[config.mk]
export PLATFORM = sky130hd
export DESIGN_NAME = decode_ctrl_seq
export DESIGN_NICKNAME = d
export VERILOG_FILES = /design/src/rtl/decode_ctrl_seq.sv
export SDC_FILE = /design/constraint.sdc
export NUM_CORES = 1
export LEC_CHECK = 0
export BUFFER_PORTS_ARGS = -buffer_cell sky130_fd_sc_hd__buf_2
export CAP_MARGIN = 25
export CORE_UTILIZATION = 45
export DETAILED_ROUTE_END_ITERATION = 12
export HOLD_SLACK_MARGIN = 0.02
export PLACE_DENSITY = 0.79
export SLEW_MARGIN = 20
export SYNTH_ARGS = -nofsm -noshare
export SYNTH_HDL_FRONTEND = slang
export SYNTH_SLANG_ARGS = --single-unit
[constraint.sdc]
create_clock -name clk -period 1.75 [get_ports clk]
set_clock_uncertainty 0.2 [all_clocks]
set_input_delay 0.175 -clock clk [delete_from_list [all_inputs] [get_ports clk]]
set_output_delay 0.175 -clock clk [all_outputs]
set_load 0.005 [all_outputs]
[src/rtl/decode_ctrl_seq.sv]
// decode_ctrl_seq: registered instruction decoder and execute sequencer.
// Accepts one instruction per valid/ready handshake. It drives one cycle of
// execute strobes, or runs a load/store through the req/ack data-memory port.
// Optional feature macro: DECODE_ILLEGAL_TRAP_EN. When it is defined,
// reserved opcodes enter a sticky TRAP state that only rst leaves.
module decode_ctrl_seq #(
  parameter int DataWidth         = 8,
  parameter int SEL_WIDTH         = 3,
  parameter int PROGRAM_DataWidth = 16,
  parameter int NumOpCodeBits     = 5,
  parameter int NumStatusBits     = 6,
  parameter int OP1_BIT_POS       = 10,
  parameter int OP2_BIT_POS       = 4
) (
  input  logic                         clk,
  input  logic                         rst,
  input  logic [PROGRAM_DataWidth-1:0] instr,
  input  logic                         instr_valid,
  output logic                         instr_ready,
  input  logic [NumStatusBits-1:0]     status,
  output logic [NumOpCodeBits-1:0]     opcode,
  output logic [DataWidth-1:0]         literal_adr,
  output logic [SEL_WIDTH-1:0]         rd_sel1,
  output logic [SEL_WIDTH-1:0]         rd_sel2,
  output logic [SEL_WIDTH-1:0]         wr_sel,
  output logic                         rd_en1,
  output logic                         rd_en2,
  output logic                         wr_en,
  output logic [1:0]                   reg_in_sel,
  output logic                         stat_wr_en,
  output logic                         cnt_wr_en,
  output logic                         add_offset,
  output logic                         mem_req,
  output logic                         mem_we,
  input  logic                         mem_ack,
  output logic                         illegal_op
);

  typedef logic [NumOpCodeBits-1:0] op_t;

  localparam op_t OP_NOP  = op_t'(5'b00000);
  localparam op_t OP_ADD  = op_t'(5'b00001);
  localparam op_t OP_SUB  = op_t'(5'b00010);
  localparam op_t OP_AND  = op_t'(5'b00011);
  localparam op_t OP_OR   = op_t'(5'b00100);
  localparam op_t OP_XOR  = op_t'(5'b00101);
  localparam op_t OP_NOT  = op_t'(5'b00110);
  localparam op_t OP_SHL  = op_t'(5'b00111);
  localparam op_t OP_SHR  = op_t'(5'b01000);
  localparam op_t OP_VAL  = op_t'(5'b01001);
  localparam op_t OP_CMP  = op_t'(5'b01010);
  localparam op_t OP_GOTO = op_t'(5'b10000);
  localparam op_t OP_IFZ  = op_t'(5'b10001);
  localparam op_t OP_IFNZ = op_t'(5'b10010);
  localparam op_t OP_IFEQ = op_t'(5'b10011);
  localparam op_t OP_IFST = op_t'(5'b10100);
  localparam op_t OP_IFGT = op_t'(5'b10101);
  localparam op_t OP_LD   = op_t'(5'b11000);
  localparam op_t OP_ST   = op_t'(5'b11001);

  // Status register bit positions tested by the conditional branches.
  localparam int ST_ZERO  = 2;
  localparam int ST_EQUAL = 3;
  localparam int ST_GT    = 4;
  localparam int ST_ST    = 5;

  // Register-file write source encodings.
  localparam logic [1:0] REG_IN_LIT = 2'b00;
  localparam logic [1:0] REG_IN_ALU = 2'b01;
  localparam logic [1:0] REG_IN_MEM = 2'b10;

  typedef enum logic [2:0] {
    IDLE = 3'd0,
    EXEC = 3'd1,
    MEM  = 3'd2,
    WB   = 3'd3
`ifdef DECODE_ILLEGAL_TRAP_EN
    , TRAP = 3'd4
`endif
  } state_t;

  state_t                       state, state_nxt;
  logic [PROGRAM_DataWidth-1:0] instr_q;
  op_t                          op;
  logic [SEL_WIDTH-1:0]         op1_sel, op2_sel;

  assign op          = instr_q[PROGRAM_DataWidth-1 -: NumOpCodeBits];
  assign op1_sel     = instr_q[OP1_BIT_POS -: SEL_WIDTH];
  assign op2_sel     = instr_q[OP2_BIT_POS -: SEL_WIDTH];
  assign opcode      = op;
  assign literal_adr = instr_q[DataWidth-1:0];

  // Carry and underflow are never tested by a branch.
  logic unused_status;
  assign unused_status = ^status;

  // State register and instruction latch; the latch only moves on a handshake.
  always_ff @(posedge clk) begin
    // NOTE: sequential state uses non-blocking assignments so every flop samples pre-edge values.
    if (rst) begin
      state   <= IDLE;
      instr_q <= '0;
    end else begin
      state <= state_nxt;
      if (instr_valid && instr_ready) instr_q <= instr;
    end
  end

`ifdef DECODE_ILLEGAL_TRAP_EN
  function automatic logic is_legal(input op_t o);
    return o inside {OP_NOP, OP_ADD, OP_SUB, OP_AND, OP_OR, OP_XOR, OP_NOT,
                     OP_SHL, OP_SHR, OP_VAL, OP_CMP, OP_GOTO, OP_IFZ, OP_IFNZ,
                     OP_IFEQ, OP_IFST, OP_IFGT, OP_LD, OP_ST};
  endfunction

  logic illegal_q;

  // Sticky trap flag: set when an illegal opcode reaches EXEC, cleared only by rst.
  always_ff @(posedge clk) begin
    if (rst)                                 illegal_q <= 1'b0;
    else if (state == EXEC && !is_legal(op)) illegal_q <= 1'b1;
  end

  assign illegal_op = illegal_q;
`else
  assign illegal_op = 1'b0;
`endif

  // Next-state logic: IDLE -> EXEC -> (MEM -> [WB]) -> IDLE.
  always_comb begin
    state_nxt = state;
    case (state)
      IDLE: if (instr_valid) state_nxt = EXEC;
      EXEC: begin
        state_nxt = IDLE;
        if (op == OP_LD || op == OP_ST) state_nxt = MEM;
`ifdef DECODE_ILLEGAL_TRAP_EN
        else if (!is_legal(op))         state_nxt = TRAP;
`endif
      end
      MEM:  if (mem_ack) state_nxt = (op == OP_LD) ? WB : IDLE;
      WB:   state_nxt = IDLE;
`ifdef DECODE_ILLEGAL_TRAP_EN
      TRAP: state_nxt = TRAP;
`endif
      default: state_nxt = IDLE;
    endcase
  end

  // Output decode: strobes come from the latched instruction and the current state.
  always_comb begin
    // NOTE: every output gets a default first, so no path through the case infers a latch.
    instr_ready = 1'b0;
    rd_sel1     = '0;
    rd_sel2     = '0;
    wr_sel      = '0;
    rd_en1      = 1'b0;
    rd_en2      = 1'b0;
    wr_en       = 1'b0;
    reg_in_sel  = REG_IN_LIT;
    stat_wr_en  = 1'b0;
    cnt_wr_en   = 1'b0;
    add_offset  = 1'b0;
    mem_req     = 1'b0;
    mem_we      = 1'b0;
    case (state)
      IDLE: instr_ready = 1'b1;
      EXEC: begin
        case (op)
          OP_ADD, OP_SUB, OP_AND, OP_OR, OP_XOR: begin
            rd_sel1    = op1_sel;
            rd_sel2    = op2_sel;
            wr_sel     = op1_sel;
            rd_en1     = 1'b1;
            rd_en2     = 1'b1;
            wr_en      = 1'b1;
            reg_in_sel = REG_IN_ALU;
            stat_wr_en = 1'b1;
          end
          OP_NOT: begin
            rd_sel2    = op2_sel;
            wr_sel     = op1_sel;
            rd_en2     = 1'b1;
            wr_en      = 1'b1;
            reg_in_sel = REG_IN_ALU;
            stat_wr_en = 1'b1;
          end
          OP_SHL, OP_SHR: begin
            rd_sel1    = op1_sel;
            wr_sel     = op1_sel;
            rd_en1     = 1'b1;
            wr_en      = 1'b1;
            reg_in_sel = REG_IN_ALU;
            stat_wr_en = 1'b1;
          end
          OP_VAL: begin
            wr_sel = op1_sel;
            wr_en  = 1'b1;
          end
          OP_CMP: begin
            rd_sel1    = op1_sel;
            rd_sel2    = op2_sel;
            rd_en1     = 1'b1;
            rd_en2     = 1'b1;
            stat_wr_en = 1'b1;
          end
          OP_GOTO: cnt_wr_en = 1'b1;
          // Branch conditions use === so an X or Z status bit reads as 0.
          OP_IFZ: begin
            cnt_wr_en  = (status[ST_ZERO] === 1'b1);
            add_offset = (status[ST_ZERO] === 1'b1);
          end
          OP_IFNZ: begin
            cnt_wr_en  = (status[ST_ZERO] !== 1'b1);
            add_offset = (status[ST_ZERO] !== 1'b1);
          end
          OP_IFEQ: begin
            cnt_wr_en  = (status[ST_EQUAL] === 1'b1);
            add_offset = (status[ST_EQUAL] === 1'b1);
          end
          OP_IFST: begin
            cnt_wr_en  = (status[ST_ST] === 1'b1);
            add_offset = (status[ST_ST] === 1'b1);
          end
          OP_IFGT: begin
            cnt_wr_en  = (status[ST_GT] === 1'b1);
            add_offset = (status[ST_GT] === 1'b1);
          end
          default: ;
        endcase
      end
      MEM: begin
        mem_req = 1'b1;
        if (op == OP_ST) begin
          rd_sel1 = op1_sel;
          rd_en1  = 1'b1;
          mem_we  = 1'b1;
        end
      end
      WB: begin
        wr_sel     = op1_sel;
        wr_en      = 1'b1;
        reg_in_sel = REG_IN_MEM;
      end
      default: ;
    endcase
  end

endmodule

==> metrics <==
outcome complete, but fails checks; failing checks negative setup slack; met1 GRT Util 30.02%; share of cells above drive strength 1 47.44%; drc violations 0; number of flops mapped to enable cells by yosys 0; GRT overflow 0; overall power around 1.1 mW; gr usage total 27.58%; f_max ~470 MHz; RSZ-0062 raised after global routing true; Clock Latency Late Sink ~0.3 ns; die span in y between 50 and 60 um; Detailed Routing Iterations Pass 1 4; largest net degree at the start of global routing 21; YS warnings 0; die width approximately 54 um; Crit Path Class reg -> out; Cell Area, Synth roughly 1200 um2; Max IR drop VDD ~0.65 mV; most common flop cell mapped by yosys dfxtp_1; largest cells by area after synthesis dfxtp_1 (30%), nand2_1 (11%), buf_4 (9.4%), a21oi_1 (8.4%), ha_1 (4.2%); syn_nets 186; P per Cell Area a little under 600 nW/um2; Data arrival, critical path 1.73 ns; Avg WL per Cell 16.57 um; Critical Path RT 1.37 ns; Synth Area in XOR/XNOR 0.7307%; CTS tree done; FF-to-FF Start state[1]; CTS buffer count 3; Final setup viols 19; worst hold path type in -> reg; Final Hold Violating Endpoints 0; area added between synthesis and finish 60.75%; Synth area leader dfxtp_1; antenna violations before repair 0; total wire length 4375 um; pre-CTS WS -0.1048 ns; RR Endpoint state[0]; Period Utilization, post-route 120.5%; clock root buffer clkbuf_4; main combinational cell family by area after synthesis simple AND/OR/NAND/NOR gates; most frequent cell after synthesis nand2_1; Hold Path Origin rst; sequential-to-total area share from yosys stat a little under a third; critical-path cell list buf_6 > and2_4 > a2111oi_4 > and2_1 > buf_2; vias per cell roughly 5.5; post-route minimum period 2.109 ns; Port Buffers 56; Adder-Cell Fraction of Synth Area approximately 4.2%; Yosys reg bits 18; Post-DP HPWL about 2200 um; DRT iter0 DRCs 39; worst-path fanout max 5; vias in the first global route 1304; fin. max-slew vios 0; post-synthesis cell type count 34; setup ws final -0.3592 ns; Pleak just over 0.9 nW; share of the synthesized area in the top cell type between 30% and 40%; top-level I/O count 60; CP max-delay cell a2111oi_4; flop-to-flop setup slack -0.09 ns; row count 18; Core Region roughly 2500 um2; complex-gate fraction of the synthesized area a little over a fifth; routability congestion estimate roughly 0.81; WHS Path Cells 2; share of synthesized area spent on multiplexers 0%; met2 usage 50.63%; Post-synth top cells nand2_1 (34), a21oi_1 (20), dfxtp_1 (18), buf_4 (15); Worst setup SP type register; Inserted Diodes 0; Clock Sinks 18; initial core utilization around 48%; Max clock buf depth 2; met3 GRT Util 4.802%; # H-tree levels 1; first-pass GRT wire length roughly 5700 um; Max Cap Violations 0; syn avg cell area just under 8 um2; CTS clock-pin slew for the worst setup and hold paths around 0.11 ns; R2R depth 6; setup_tns -4.555 ns; global routing's busiest layer met2; Die ar. ~2900 um2; Worst setup EP type primary output; total number of vias between 1000 and 1500; Critical Path Max Stage Delay approximately 0.42 ns; Worst Hold Endpoint instr_q[1]; final net count 265; post-route ant nets 0; async set-reset flop share out of synthesis 0%; post-synthesis cell count 156; simple-gate portion of the synthesized area between 20% and 30%
where the power goes:
| part | switching, mW | internal, mW | leakage (nW) |
|---|---|---|---|
| registers | 0.0406 | 0.438 | 0.152 |
| clock network | 0.137 | 0.127 | 0.0210 |
| logic | 0.192 | 0.207 | 0.752 |
| total | 0.369 | 0.771 | 0.925 |
how the worst max path moves through the flow:
stage,from,to,slack [ns],cells past startpoint
6_report,instr_q[13],rd_sel2[1],-0.36,5
5_1_grt,instr_q[13],rd_sel2[1],-0.41,5
2_1_floorplan,state[1],rd_sel1[0],0.04,5
3_3_place_gp,state[1],rd_sel1[1],-0.001,6
3_5_place_dp,state[1],rd_sel1[0],-0.10,6
4_1_cts,state[0],rd_sel1[0],-0.27,5
per-layer routing:
| metal | vias to the layer above | part of all wire [%] |
|---|---|---|
| met2 | 68 | 54 |
| li1 | 676 | - |
| met1 | 687 | 39 |
| met4 | 0 | 2.5 |
| met5 | - | 0 |
| met3 | 13 | 4.6 |
registers in the layout, indices dropped and copies added, names as in the netlist:
name	count
instr_q	16
state	2
cells in the final DEF, fill, tap and decap left out, types with 2 or more instances in the layout:
cell type	instances
inv_1	5
o2111ai_2	2
nand3_1	2
inv_4	2
dlygate4sd3_1	16
nand2_1	34
buf_6	8
nor2_1	5
a21oi_1	20
buf_2	56
clkbuf_4	3
ha_4	3
buf_4	15
nor2_2	2
dfxtp_1	12
a21o_1	2
and4b_1	3
dfxtp_4	5
a31oi_1	3
nor2b_1	4
and2_1	3
or4_4	2
worst max-delay path: cells and delay by family, from the launching register on:
kind | cells | cell delay, ns
DFF | 1 | 0.39
buffers and inverters | 2 | 0.26
AOI/OAI and AO/OA | 1 | 0.42
and+or+nand+nor | 2 | 0.37
cell type report:
class | count | area (um2)
clock buffer | 4 | 36.28
inverter | 7 | 31.28
multi-input combinational | 108 | 755.7
tap | 30 | 37.54
sequential | 18 | 380.4
timing repair buffer | 97 | 685.7
fill | 164 | 573.1
metrics by stage:
stage	instances	hold slack [ns]	cell area [um2]	util, %
after floorplan	156	0.1110	1199	-
after global placement	228	0.2158	1436	57.46
after detailed placement	228	0.2198	1436	57.46
after CTS	262	0.05644	1858	74.32
after global routing	264	0.07751	1927	77.08
final	264	0.05733	1927	77.08
repair_timing:
item                                   in CTS  in global routing
setup buffers                              13                  2
endpoints found under the hold margin      16                  0
cloned                                      1                  0
pin swaps                                  14                  4
hold buffers                               16                  0
gates resized for setup                    31                 16
setup endpoints to repair                  21                 19
cell families (layout without fill, tap and decap cells):
kind of cell | after synthesis | count (layout)
flip-flops | 18 | 18
other | 1 | 1
adder cells (fa/ha/maj) | 4 | 4
XOR/XNOR | 1 | 1
AO/OA/AOI/OAI | 35 | 35
AND/OR/NAND/NOR | 67 | 67
buffers and inverters | 30 | 108
(Power assumes the default switching activity.)
